`config.mk`:
```
export PLATFORM = sky130hd
export DESIGN_NAME = dmem_arbiter
export DESIGN_NICKNAME = d
export VERILOG_FILES = /design/src/rtl/dmem_arbiter.sv
export SDC_FILE = /design/constraint.sdc
export NUM_CORES = 1
export LEC_CHECK = 0
export BUFFER_PORTS_ARGS = -buffer_cell sky130_fd_sc_hd__buf_4
export CAP_MARGIN = 20
export CORE_UTILIZATION = 41
export CTS_CLUSTER_DIAMETER = 120
export DETAILED_ROUTE_END_ITERATION = 8
export GPL_ROUTABILITY_DRIVEN = 0
export GPL_TIMING_DRIVEN = 0
export PLACE_DENSITY_LB_ADDON = 0.3
export RECOVER_POWER = 100
export SETUP_SLACK_MARGIN = 0.05
export SLEW_MARGIN = 30
export SYNTH_ARGS = -nofsm -noshare
export SYNTH_HDL_FRONTEND = slang
export SYNTH_SLANG_ARGS = --single-unit
```
`constraint.sdc`:
```
create_clock -name clk -period 4.6 [get_ports clk]
set_input_delay 0.46 -clock clk [delete_from_list [all_inputs] [get_ports clk]]
set_output_delay 0.46 -clock clk [all_outputs]
set_load 0.02 [all_outputs]
```
`src/rtl/dmem_arbiter.sv`:
```
// Two-port data-memory arbiter: IDLE/ACCESS/RESP sequencer serialising port 0 (core) and port 1 (loader).
// Define DMEM_ARB_RR_EN for round-robin tie-breaking; otherwise port 0 has fixed priority.
module dmem_arbiter #(
  parameter int ADDR_W      = 32,
  parameter int DATA_W      = 32,
  parameter int WAIT_CYCLES = 0
) (
  input  logic              clk,
  input  logic              reset,
  input  logic              req0,
  input  logic              req1,
  input  logic              we0,
  input  logic              we1,
  input  logic [ADDR_W-1:0] addr0,
  input  logic [ADDR_W-1:0] addr1,
  input  logic [DATA_W-1:0] wdata0,
  input  logic [DATA_W-1:0] wdata1,
  output logic              gnt0,
  output logic              gnt1,
  output logic              rvalid0,
  output logic              rvalid1,
  output logic [DATA_W-1:0] rdata0,
  output logic [DATA_W-1:0] rdata1,
  output logic              mem_we,
  output logic [ADDR_W-1:0] mem_addr,
  output logic [DATA_W-1:0] mem_wdata,
  input  logic [DATA_W-1:0] mem_rdata,
  output logic              busy
);

  typedef enum logic [1:0] {
    IDLE   = 2'd0,
    ACCESS = 2'd1,
    RESP   = 2'd2
  } state_t;

  localparam logic [3:0] WAIT_INIT = 4'(WAIT_CYCLES);

  state_t            state;
  logic [3:0]        wait_cnt;
  logic              win_port;
  logic              lat_we;

  logic              any_req;
  logic              sel_port;
  logic              sel_we;
  logic [ADDR_W-1:0] sel_addr;
  logic [DATA_W-1:0] sel_wdata;

`ifdef DMEM_ARB_RR_EN
  // Port that received the most recent grant; reset value makes port 0 win the first tie.
  logic last_port;

  always_comb begin
    sel_port = 1'b0;
    if (req0 && req1) begin
      sel_port = ~last_port;
    end else begin
      sel_port = ~req0;
    end
  end
`else
  // Fixed priority: port 1 wins only when port 0 is silent.
  always_comb begin
    sel_port = ~req0;
  end
`endif

  always_comb begin
    any_req   = req0 | req1;
    sel_we    = sel_port ? we1    : we0;
    sel_addr  = sel_port ? addr1  : addr0;
    sel_wdata = sel_port ? wdata1 : wdata0;
  end

  // Sequencer: all outputs are registered; pulses default low every cycle.
  always_ff @(posedge clk or posedge reset) begin
    if (reset) begin
      state     <= IDLE;
      wait_cnt  <= 4'd0;
      win_port  <= 1'b0;
      lat_we    <= 1'b0;
      gnt0      <= 1'b0;
      gnt1      <= 1'b0;
      rvalid0   <= 1'b0;
      rvalid1   <= 1'b0;
      rdata0    <= '0;
      rdata1    <= '0;
      mem_we    <= 1'b0;
      mem_addr  <= '0;
      mem_wdata <= '0;
      busy      <= 1'b0;
`ifdef DMEM_ARB_RR_EN
      last_port <= 1'b1;
`endif
    end else begin
      gnt0    <= 1'b0;
      gnt1    <= 1'b0;
      rvalid0 <= 1'b0;
      rvalid1 <= 1'b0;
      mem_we  <= 1'b0;
      case (state)
        IDLE: begin
          if (any_req) begin
            state     <= ACCESS;
            busy      <= 1'b1;
            win_port  <= sel_port;
            lat_we    <= sel_we;
            mem_addr  <= sel_addr;
            mem_wdata <= sel_wdata;
            wait_cnt  <= WAIT_INIT;
            gnt0      <= ~sel_port;
            gnt1      <= sel_port;
            // With no wait states the first ACCESS cycle is also the write cycle.
            mem_we    <= sel_we && (WAIT_INIT == 4'd0);
`ifdef DMEM_ARB_RR_EN
            last_port <= sel_port;
`endif
          end
        end
        ACCESS: begin
          if (wait_cnt == 4'd0) begin
            state   <= RESP;
            rvalid0 <= ~win_port;
            rvalid1 <= win_port;
            if (!lat_we) begin
              if (win_port) begin
                rdata1 <= mem_rdata;
              end else begin
                rdata0 <= mem_rdata;
              end
            end
          end else begin
            wait_cnt <= wait_cnt - 4'd1;
            mem_we   <= lat_we && (wait_cnt == 4'd1);
          end
        end
        RESP: begin
          state <= IDLE;
          busy  <= 1'b0;
        end
        default: begin
          state <= IDLE;
          busy  <= 1'b0;
        end
      endcase
    end
  end

`ifndef SYNTHESIS
  a_one_gnt:    assert property (@(posedge clk) disable iff (reset) !(gnt0 && gnt1));
  a_one_rvalid: assert property (@(posedge clk) disable iff (reset) !(rvalid0 && rvalid1));
  a_we_access:  assert property (@(posedge clk) disable iff (reset) mem_we |-> (state == ACCESS));
`endif

endmodule
```
== After elaboration in Yosys (flattened, before gate mapping) ==
Cells that the tools add are included.
W data, S select, Z words.

* Bits in registers: 142
* Latch bits: 0
* RAM bits: 0
* ROM bits: 0
* Output and inout port bits: 134
* Word-level logic and storage cells: 57
* Memories kept: 0

* Add/sub/neg operators: 1
* Multipliers: 0
* Div/mod/pow operators: 0
* $lt $le $gt $ge: 0
* Equal/unequal tests: 5
* Shift-type cells: 0
* Muxes and demuxes: 22
* Bitwise operators: 5
* Reduce and logical (&&, ||, !) cells: 10

{| class="wikitable"
|+ Operators with widths
! cell !! count
|-
| $mux W32 || 2
|-
| $mux W1 || 12
|-
| $mux W4 || 2
|-
| $pmux W4 S2 || 1
|-
| $reduce_and A4 Y1 || 2
|-
| $ne A2 B2 Y1 const B || 3
|-
| $reduce_and A2 Y1 || 3
|-
| $eq A4 B1 Y1 const B || 1
|-
| $logic_not A4 Y1 || 1
|-
| $mux W2 || 2
|-
| $not A1 Y1 || 4
|-
| $pmux W1 S2 || 2
|-
| $pmux W2 S2 || 1
|-
| $sub A4 B1 Y4 const B || 1
|-
| $reduce_and A3 Y1 || 1
|-
| $eq A2 B1 Y1 const B || 1
|-
| $logic_not A2 Y1 || 1
|-
| $reduce_bool A2 Y1 || 1
|-
| $logic_and A1 B1 Y1 || 1
|-
| $or A1 B1 Y1 || 1
|}

== Longest topological paths before layout ==
* Depth after elaboration: 4
* Mapped depth: 6
* Mapped depth without buffers: 5

== Worst setup path after synthesis ==
Ideal clock, no wire load.

* Path type: register to register
* Start point: register state[1]
* End point: register rdata0[0]
* Setup time: 0.128 ns
* Arrival: 1.384 ns
* Data required time: 4.472 ns
* Slack: 3.089 ns
* Stages on the path, launching flop included: 5
* Buffers on the path: 1
* Path through: dfrtp_1 > and2b_1 > nand4_2 > buf_2 > mux2_1

* Word-level cells in the longest chain between the ends: 2

{| class="wikitable"
|+ Ends and longest elaborated chain
! item !! RTL line !! RTL
|-
| start, declared || 39 || <nowiki>state_t state;</nowiki>
|-
| start signal, assigned || 79 || <nowiki>state <= IDLE;</nowiki>
|-
| start signal, assigned || 105 || <nowiki>state <= ACCESS;</nowiki>
|-
| start signal, assigned || 123 || <nowiki>state <= RESP;</nowiki>
|-
| $eq A2 B1 Y1 || 102 || <nowiki>case (state)</nowiki>
|-
| $reduce_and A4 Y1 (no line) || -- ||
|-
| end signal, assigned || 130 || <nowiki>rdata0 <= mem_rdata;</nowiki>
|-
| end, declared || 22 || <nowiki>output logic [DATA_W-1:0] rdata0,</nowiki>
|}

No other way between the ends.
A chain may end at the register's enable or synchronous reset.

==> reports/results.md <==
### Detailed routing
- 0 — remaining antenna violation count
- 4 — Pre-Repair DR Iteration Count
- 5.164 — routed vias/inst
- 0 — DRC violations left
- 17.37 um — Routed wire per std cell
- 227 — DRC violation total after the first TritonRoute iteration
- 5,087 — vias after detailed routing
- 17,110 um — total routed wirelength

### Worst setup path
- 2 — combined buffer and inverter count along the critical path
- clkbuf_4 > clkinvlp_2 — cell-by-cell listing of the critical path
- input port to async pin — worst setup path class
- state[1]$_DFFE_PP0P_ — source of the worst register-to-register timing path
- 76 — Worst Path Max Fanout
- sky130_fd_sc_hd__clkinvlp_2 — CP max-delay cell
- rdata0[4]$_DFFE_PP0P_ — Crit Reg-Reg Endpoint
- async pin — sort of element at the end of the critical path
- 1870 ps — highest cell delay on the worst timing path
- 4 — r2r worst-path depth
- buffers and inverters — category of cells accounting for the largest share of critical-path delay
- input port — CP startpoint kind
- 2490 ps — R2R setup slack
- 2500 ps — CP arrival
- 4560 ps — data required time at the worst endpoint

### Die
- 122.9 um — die height
- 300 — # IOs
- 122.9 um — horizontal die dimension
- 42.67% — initial core utilization
- 14,040 um^2 — placeable core area
- 15,100 um^2 — die area
- 43 — num rows

### Flow run
- 1 — reported max-cap violation count

### GRT
- met2 — gr busiest metal
- 5,188 — vias in the first global route
- 26,230 um — first-pass GRT wire length
- 0 — number of antenna violations at the first check in global routing
- 27.08% — met1 usage in global routing
- 22.92% — overall global routing resource usage
- 39.29% — met2 capacity usage during global routing
- 0 — total gr overflow
- 77 — largest net degree at the start of global routing
- 7.011% — met3 GRT Util

### Timing
- 2541 ps — minimum clock period after layout
- 0 — hold violation total from the final report
- 0 — number of setup violations in the final report
- 393.6 MHz — top achievable clock speed
- 5.392 ps — Post-Route Skew
- 55.23% — fraction of the cycle the final worst path needs
- 76 — number of slew-limit violations in the final report
- 3349 ps — transition time of the tightest slew-check pin
- -124.5% — worst relative slew slack
- 2059 ps — Final Worst Setup Slack
- 0 ps — aggregate negative setup slack
- no — unrepaired setup endpoints after global routing

### Yosys
- 30 — library cells used by synthesis
- 0% — parity-gate share of the synthesized area counting xor and xnor cells
- sky130_fd_sc_hd__dfrtp_1 (59%), sky130_fd_sc_hd__mux2_1 (12%), sky130_fd_sc_hd__mux2i_1 (11%), sky130_fd_sc_hd__o21ai_0 (7.1%), sky130_fd_sc_hd__o21ai_1 (3.8%) — largest cells by area after synthesis
- 645 — Synth Net Count
- 59.30% — area share of the largest cell type after synthesis
- 59.30% — sequential-to-total area share from yosys stat
- 12.05% — post-synthesis compound-gate area fraction
- 2.548% — Simple-Gate Fraction of Synth Area
- 142 — Seq cells post-synth
- sky130_fd_sc_hd__dfrtp_1 — library cell with the largest summed area after synthesis
- 22.89% — mux share of post-synthesis cell area
- 0 — Synth warnings
- multiplexers — combinational family with the most area after synthesis
- 5992 um^2 — post-synthesis cell area
- 477 — Post-Syn Instances
- 0.4176% — post-synthesis adder-cell area fraction
- 12.56 um^2 — synthesized area divided by synthesized cell count

### Clock network
- 0 — Setup Buffers After CTS
- 60 ps — Reg clk slew, reported paths
- 142 — CTS sink cnt
- 17 — number of buffers created by CTS
- 2 — clk buf depth
- 410 ps — clock latency on the worst-skew pair
- 4 — count of H-tree levels built during CTS
- 0 — Post-CTS Hold Fix Bufs
- sky130_fd_sc_hd__clkbuf_16 — buffer cell driving the clock tree root
- 0 — number of resized instances in the post-cts repair step
- done — clock tree from TritonCTS

### Pwr
- 3.985 nW — leakage power figure
- 712.1 nW/um^2 — PwrDens
- 0.2837 mV — peak ir drop on the vdd network
- 0.006142 W — Power Total

### Finish
- 25.09% — fraction of layout instances using a drive strength above 1
- 0 — number of diodes
- 43.95% — area growth from synthesis to layout
- 1,244 — filler cell count in the final layout
- 8626 um^2 — post-layout instance area
- sky130_fd_sc_hd__clkbuf_1 (163), sky130_fd_sc_hd__buf_4 (163), sky130_fd_sc_hd__dfrtp_1 (142), sky130_fd_sc_hd__o21ai_0 (109), sky130_fd_sc_hd__mux2i_1 (65) — leading cell types in the layout, fill and taps excluded
- 963 — net count of the finished layout

### Worst hold path
- rdata1[24]$_DFFE_PP0P_ — worst hold path endpoint
- input port to flip-flop — Hold/Removal Path Class
- mem_rdata[24] — launch instance of the worst min-delay path
- 2 — Hold Path Cell Cnt

### Place
- 2760 ps — post-placement setup slack
- 298 — number of port buffers
- 12,820 um — dpl hpwl
- 8489 um^2 — area post-placement

### Status
- capacitance limit, slew limit — violated checks
- finished with violations — outcome

[cell usage after synthesis, drive strengths merged]
| cell type | count |
|---|---|
| a211o | 1 |
| a21o | 2 |
| a21oi | 3 |
| a311oi | 1 |
| a41o | 1 |
| and2 | 2 |
| and2b | 1 |
| and3 | 1 |
| buf | 19 |
| clkbuf | 16 |
| dfrtp | 142 |
| ha | 2 |
| inv | 4 |
| mux2 | 64 |
| mux2i | 65 |
| nand2 | 3 |
| nand4 | 2 |
| nand4b | 1 |
| nor2 | 6 |
| nor2b | 2 |
| nor3 | 2 |
| nor3b | 2 |
| o21ai | 130 |
| o22ai | 1 |
| o31ai | 1 |
| or2 | 1 |
| or3 | 1 |
| or3b | 1 |
[per-layer routing]
metal	part of all wire, %	wire length, um
met1	40	6816
met4	1.7	286
met2	50	8572
met3	8.4	1430
met5	0	0
[stage by stage]
step | util, % | hold slack [ps] | cells
CTS | 65.23 | 118.2 | 985
global placement | 60.21 | 474.3 | 955
global route | 61.43 | 259.5 | 985
detailed placement | 60.46 | 482.8 | 956
finish | 61.43 | 270.8 | 985
floorplan | - | 451.9 | 477
[where the power goes]
group / internal (W) / switching, W
sequential: 0.00186 / 0.000330
clock: 0.00106 / 0.000504
combinational: 0.000767 / 0.00161
[layout make-up]
cell class | instances | area (um^2) | area share [%]
multi-input cells | 296 | 2258 | 26.18
well taps | 180 | 225.2 | 2.611
clock inverters | 11 | 241.5 | 2.800
clock buffers | 18 | 429.2 | 4.975
plain buffers | 35 | 140.1 | 1.625
flip-flops and latches | 142 | 3553 | 41.20
inverters | 4 | 16.27 | 0.1886
repair buffers | 299 | 1762 | 20.42
[worst max path at each step]
stage / start / to / slack (ps) / cells past startpoint
detailed placement: req0 / mem_wdata[9]$_DFFE_PP0P_ / 2760 / 5
global route: reset / mem_addr[7]$_DFFE_PP0P_ / 1540 / 2
floorplan: reset / busy$_DFFE_PP0P_ / 330 / 1
finish: reset / mem_addr[7]$_DFFE_PP0P_ / 2060 / 2
CTS: state[1]$_DFFE_PP0P_ / rdata0[4]$_DFFE_PP0P_ / 2760 / 4
global placement: reset / mem_addr[17]$_DFFE_PP0P_ / -1080 / 2
[sequential cells by signal (all words and copies together) (netlist names)]
signal	count
rdata0	32
rvalid1	1
lat_we	1
wait_cnt	4
win_port	1
mem_addr	32
rdata1	32
mem_wdata	32
rvalid0	1
gnt0	1
gnt1	1
busy	1
mem_we	1
state	2
[logic make-up (layout without fill, tap and decap cells)]
| group | count (synthesis) | after routing |
|---|---|---|
| flops | 142 | 142 |
| compound gates | 140 | 140 |
| simple gates | 25 | 25 |
| fa+ha+maj | 2 | 2 |
| buf+inv | 39 | 367 |
| mux | 129 | 129 |
Note: power is estimated with default switching activity, not from simulation.
